<file path="src/rtl/knns_pkg.sv">
// Shared types and defaults for the kNN result reader.
package knns_pkg;

  localparam int unsigned K_DEF = 20;
  localparam int unsigned W_DEF = 32;

  localparam logic [W_DEF-1:0] EMPTY_SENTINEL = '1;

  typedef enum logic [1:0] {
    IDLE,
    SEEK,
    SEND,
    FIN
  } state_e;

endpackage

</file>
<file path="src/rtl/knns_last_detect.sv">
// Flags that no mask bit above the current index is set, i.e. the current beat is the final one.
module knns_last_detect #(
  parameter int unsigned K  = 20,
  parameter int unsigned IW = 5
) (
  input  logic [K-1:0]  mask,
  input  logic [IW-1:0] idx,
  output logic          last
);

  always_comb begin
    last = 1'b1;
    for (int unsigned i = 0; i < K; i++) begin
      if ((i > 32'(idx)) && mask[i]) last = 1'b0;
    end
  end

endmodule

</file>
<file path="src/rtl/knns_result_reader.sv">
// Captures the packed kNN result vector on start and streams its entries out over valid/ready,
// lowest index first, optionally skipping all-ones (unfilled) slots.
module knns_result_reader
  import knns_pkg::*;
#(
  parameter  int unsigned K          = K_DEF,
  parameter  int unsigned W          = W_DEF,
  parameter  int unsigned SKIP_EMPTY = 1,
  localparam int unsigned IW         = (K > 1) ? $clog2(K) : 1
) (
  input  logic            clk,
  input  logic            rst,
  input  logic            start,
  input  logic [K*W-1:0]  min_val_in,
  output logic            busy,
  output logic            out_valid,
  input  logic            out_ready,
  output logic [W-1:0]    out_data,
  output logic [IW-1:0]   out_idx,
  output logic            out_last,
  output logic            done
);

  localparam logic [W-1:0] SENTINEL = {W{EMPTY_SENTINEL[0]}};

  state_e          state_q, state_d;
  logic [K*W-1:0]  shadow_q, shadow_d;
  logic [K-1:0]    mask_q, mask_d;
  logic [IW-1:0]   idx_q, idx_d;
  logic            busy_q, busy_d;
  logic            out_valid_q, out_valid_d;
  logic [W-1:0]    out_data_q, out_data_d;
  logic [IW-1:0]   out_idx_q, out_idx_d;
  logic            out_last_q, out_last_d;
  logic            done_q, done_d;
  logic            last_above;

  knns_last_detect #(
    .K  (K),
    .IW (IW)
  ) u_last_detect (
    .mask (mask_q),
    .idx  (idx_q),
    .last (last_above)
  );

  always_comb begin
    state_d     = state_q;
    shadow_d    = shadow_q;
    mask_d      = mask_q;
    idx_d       = idx_q;
    busy_d      = busy_q;
    out_valid_d = out_valid_q;
    out_data_d  = out_data_q;
    out_idx_d   = out_idx_q;
    out_last_d  = out_last_q;
    done_d      = 1'b0;

    unique case (state_q)
      IDLE: begin
        if (start) begin
          shadow_d = min_val_in;
          for (int unsigned i = 0; i < K; i++) begin
            mask_d[i] = !((SKIP_EMPTY != 0) && (min_val_in[i*W +: W] == SENTINEL));
          end
          idx_d   = '0;
          busy_d  = 1'b1;
          state_d = SEEK;
        end
      end
      SEEK: begin
        // Beat outputs are loaded here so they are registered on entry to SEND.
        if (mask_q[idx_q]) begin
          out_valid_d = 1'b1;
          out_data_d  = shadow_q[idx_q*W +: W];
          out_idx_d   = idx_q;
          out_last_d  = last_above;
          state_d     = SEND;
        end else if (idx_q == IW'(K - 1)) begin
          done_d  = 1'b1;
          state_d = FIN;
        end else begin
          idx_d = idx_q + IW'(1);
        end
      end
      SEND: begin
        if (out_ready) begin
          out_valid_d = 1'b0;
          out_last_d  = 1'b0;
          if (out_last_q) begin
            done_d  = 1'b1;
            state_d = FIN;
          end else begin
            idx_d   = idx_q + IW'(1);
            state_d = SEEK;
          end
        end
      end
      FIN: begin
        busy_d  = 1'b0;
        state_d = IDLE;
      end
      default: state_d = IDLE;
    endcase
  end

  always_ff @(posedge clk or negedge rst) begin
    if (!rst) begin
      state_q     <= IDLE;
      shadow_q    <= '0;
      mask_q      <= '0;
      idx_q       <= '0;
      busy_q      <= 1'b0;
      out_valid_q <= 1'b0;
      out_data_q  <= '0;
      out_idx_q   <= '0;
      out_last_q  <= 1'b0;
      done_q      <= 1'b0;
    end else begin
      state_q     <= state_d;
      shadow_q    <= shadow_d;
      mask_q      <= mask_d;
      idx_q       <= idx_d;
      busy_q      <= busy_d;
      out_valid_q <= out_valid_d;
      out_data_q  <= out_data_d;
      out_idx_q   <= out_idx_d;
      out_last_q  <= out_last_d;
      done_q      <= done_d;
    end
  end

  assign busy      = busy_q;
  assign out_valid = out_valid_q;
  assign out_data  = out_data_q;
  assign out_idx   = out_idx_q;
  assign out_last  = out_last_q;
  assign done      = done_q;

endmodule

</file>
<file path="config.mk">
export PLATFORM = sky130hd
export DESIGN_NAME = knns_result_reader
export DESIGN_NICKNAME = d
export VERILOG_FILES = /design/src/rtl/knns_pkg.sv /design/src/rtl/knns_last_detect.sv /design/src/rtl/knns_result_reader.sv
export SDC_FILE = /design/constraint.sdc
export NUM_CORES = 2
export LEC_CHECK = 0
export CAP_MARGIN = 20
export CELL_PAD_IN_SITES_DETAIL_PLACEMENT = 0
export CELL_PAD_IN_SITES_GLOBAL_PLACEMENT = 1
export CORE_UTILIZATION = 36
export CTS_CLUSTER_SIZE = 16
export DETAILED_ROUTE_END_ITERATION = 8
export GPL_ROUTABILITY_DRIVEN = 0
export PLACE_DENSITY_LB_ADDON = 0.1
export SLEW_MARGIN = 25
export SYNTH_ARGS = -nofsm -noshare
export SYNTH_HDL_FRONTEND = slang
export SYNTH_SLANG_ARGS = --single-unit
export TNS_END_PERCENT = 20
</file>
<file path="constraint.sdc">
create_clock -name clk -period 3.85 [get_ports clk]
set_input_delay 0.77 -clock clk [delete_from_list [all_inputs] [get_ports clk]]
set_output_delay 0.77 -clock clk [all_outputs]
set_load 0.1 [all_outputs]
</file>
==> qor.yml <==
critical_path:
  worst-path-buf-inv: 1
  timing.critical_path.max_delay_family: "buffers and inverters"
  cp_max_fo: 2
  worstPathArrival_ps: 2410
  critPathCaptureType: "output port"
  path_cells: "clkdlybuf4s50_1"
  max_stage_delay_ps: 1220
  worstSetupPathType: "reg -> out"
  worstPathRequired_ps: 3080
  critical_path.startpoint_type: "register"
  worst_path_max_delay_cell: "sky130_fd_sc_hd__clkdlybuf4s50_1"
floorplanning:
  start_util_pct: 36.6
  die_x_um: 305
  core_area_um2: 90600
  std_cell_rows: 110
  design.die.area_um2: 93200
  die_h_um: 305
  ios: 685
routing:
  totalWireLength_mm: 138
  vias_post_dr: 28954
  drt_first_iter_violations: 2828
  detail-route-antenna-nets: 0
  first_pass_iters: 7
  drt_drc_violations_left: 0
  post_drt_wl_per_cell_um: 25.4
  viasPerCell: 5.33
sta:
  min_period_over_period_pct: 82.7
  maxSlewViolCount: 0
  worst_slack_ps: 667
  min_period_ps: 3180
  max_clock_freq_mhz: 314
  rsz_0062_raised_after_global_routing: "no"
  finalSetupTns_ps: 0
  timing.final.hold_violations: 0
  whs_ps: 174
  relSlewSlack_pct: 26.1
  max_slew.worst_pin.slew_ps: 1110
  finClkSkew_ps: 22.3
  finalSetupViolations: 0
clocking:
  clock_sinks: 708
  ctsLongestPathBuffers: 3
  postCtsSetupRepairBufs: 0
  clk_root_buffer_cell: "sky130_fd_sc_hd__clkbuf_16"
  cts.hold.buffers_added: 0
  clk_pin_slew_worst_paths_ps: 60
  cts.repair.resized: 0
  cts-buffers-inserted: 79
  cts_htree_levels: 3
  tritoncts: "yes"
  worst_skew_pair.late_latency_ps: 630
min_path:
  timing.hold.worst.class: "in -> async"
global_route:
  grt_overflow: 0
  global_route_wire_length_before_repair_mm: 200
  antenna_found_initial: 6
  global_route.usage.total_pct: 29.4
  pin_count_of_the_biggest_net_entering_global_routing: 115
  first_global_vias: 29280
yosys:
  synth_sequential_area_ratio_pct: 53.5
  synth_compound_area_share_pct: 3.93
  synth_top_family_by_area: "simple AND/OR/NAND/NOR gates"
  synth.area.mux_share_pct: 12.4
  synth_top_flop_cell: "sky130_fd_sc_hd__dfrtp_1"
  syn-instance-count: 3583
  synth_adder_area_share_pct: 0.265
  async_reset_ff_share_pct: 100
  synthXorXnorAreaFrac_pct: 0
  synth_simple_gate_area_share_pct: 27.0
  synth_seq_cells: 708
  synth.cell_area_um2: 33100
  postSynthAreaPerCell_um2: 9.24
  synth.distinct_cells: 52
  synth-edff-count: 0
  synthesized_net_count: 4234
  warning_count_from_the_yosys_run: 0
finish:
  finalNetCount: 4848
  final_cell_count_no_fill: 5435
  layout-drive-gt1-share_pct: 9.00
  final_core_util_pct: 48.6
  multi_input_comb_area_um2: 14500
  layout_overhead_on_the_synthesized_area_pct: 32.9
  filler_cell_count: 8583
  seqCellArea_um2: 17700
placed_design:
  port_buffers: 684
  placed_cells_incl_taps: 5291
  dp.final_hpwl_mm: 106
  dpl_worst_slack_ps: 622
run:
  cap_viol_max_count: 0
status:
  status: "finished, final reports clean"
pwr:
  power_density_nw_per_um2: 799
  irDropWorstVdd_uv: 529
  p_leak_nw: 20.6
[power by group]
group	internal (mW)	switching [mW]	total, mW
clock network	4.60	3.20	7.79
logic	5.59	8.43	14.0
registers	10.8	2.53	13.3
[flip-flops by register name, indices dropped and copies added (netlist names)]
name	flops
out_idx	5
mask_q	20
out_last	1
out_valid	1
done	1
state_q	2
busy	1
idx_q	5
out_data	32
shadow_q	640
[synthesized netlist by cell type (4+ instances only)]
| cell | n | area [um^2] |
|---|---|---|
| sky130_fd_sc_hd__dfrtp_1 | 708 | 17700 |
| sky130_fd_sc_hd__a31oi_1 | 56 | 350 |
| sky130_fd_sc_hd__nand3_1 | 5 | 25.0 |
| sky130_fd_sc_hd__nor4_1 | 41 | 257 |
| sky130_fd_sc_hd__o22ai_1 | 35 | 219 |
| sky130_fd_sc_hd__nor2_1 | 28 | 105 |
| sky130_fd_sc_hd__buf_2 | 20 | 100 |
| sky130_fd_sc_hd__mux4_2 | 162 | 3650 |
| sky130_fd_sc_hd__nand2_1 | 1970 | 7390 |
| sky130_fd_sc_hd__buf_6 | 4 | 45.0 |
| sky130_fd_sc_hd__buf_1 | 10 | 37.5 |
| sky130_fd_sc_hd__nand4_1 | 160 | 1000 |
| sky130_fd_sc_hd__o21ai_0 | 19 | 95.1 |
| sky130_fd_sc_hd__buf_4 | 11 | 82.6 |
| sky130_fd_sc_hd__nand2b_1 | 7 | 43.8 |
| sky130_fd_sc_hd__a22oi_1 | 32 | 240 |
| sky130_fd_sc_hd__a21oi_1 | 6 | 30.0 |
| sky130_fd_sc_hd__ha_1 | 7 | 87.6 |
| sky130_fd_sc_hd__o21ai_1 | 26 | 130 |
| sky130_fd_sc_hd__clkbuf_1 | 179 | 672 |
| sky130_fd_sc_hd__nor2b_1 | 8 | 50.1 |
| sky130_fd_sc_hd__mux2i_1 | 43 | 430 |
| sky130_fd_sc_hd__inv_1 | 7 | 26.3 |
[cells in the final DEF (no fill, tap or decap), drive strengths merged, types with 8 or more instances in the layout]
master	instances
nor2b	8
o21ai	46
a31oi	56
mux4	162
nand4	160
nor2	28
dfrtp	708
a22oi	32
clkdlybuf4s50	670
inv	10
buf	85
nand2	1970
clkbuf	119
mux2i	43
o22ai	36
clkinv	14
nor4	41
[final timing paths]
check / start / to / slack, ps / depth (start not counted)
min in group clk: shadow_q[576]$_DFFE_PN0P_ / shadow_q[576]$_DFFE_PN0P_ / 470 / 2
max: out_data[25]$_DFFE_PN0P_ / out_data[25] / 670 / 1
max reg2reg: idx_q[0]$_DFFE_PN0P_ / out_data[7]$_DFFE_PN0P_ / 670 / 6
min reg2reg: shadow_q[576]$_DFFE_PN0P_ / shadow_q[576]$_DFFE_PN0P_ / 470 / 2
max in group asynchronous: rst / shadow_q[184]$_DFFE_PN0P_ / 2530 / 3
min: rst / shadow_q[336]$_DFFE_PN0P_ / 170 / 1
[routing by layer]
| layer | routed length [um] | GRT usage (%) |
|---|---|---|
| met4 | 4250 | 8.99 |
| met3 | 8930 | 5.17 |
| met2 | 65100 | 47.0 |
| met1 | 59900 | 40.8 |
| met5 | 12 | 0 |
[metrics by stage]
stage / total power, mW / area (um^2)
2_1_floorplan: 21.6 / 33100
3_3_place_gp: 27.2 / 41400
3_5_place_dp: 27.3 / 41300
4_1_cts: 35.2 / 44000
5_1_grt: 37.2 / 44000
6_report: 35.1 / 44000
[worst register-to-register path, cell delays in order, from the launching register on]
cell and delay [ps]:
sky130_fd_sc_hd__dfrtp_4 840, sky130_fd_sc_hd__buf_4 830, sky130_fd_sc_hd__mux4_2 640, sky130_fd_sc_hd__mux2i_1 340, sky130_fd_sc_hd__o22ai_1 130, sky130_fd_sc_hd__a31oi_1 170, sky130_fd_sc_hd__o21ai_0 90
[kinds of logic after synthesis]
| logic type | Yosys count |
|---|---|
| simple gates | 2230 |
| flops | 708 |
| buf+inv | 232 |
| mux | 206 |
| compound gates | 200 |
| fa+ha+maj | 7 |
[area by class of cell]
type                            instances  share of cell area (%)
Clock buffer                          117                    5.30
Antenna cell                            2                  0.0114
Clock inverter                         24                   0.668
Inverter                                8                  0.0683
Multi-Input combinational cell       2643                    32.9
Sequential cell                       708                    40.3
Tap cell                             1176                    3.34
Timing Repair Buffer                  757                    17.4
Power figures use the tool's default switching activity.
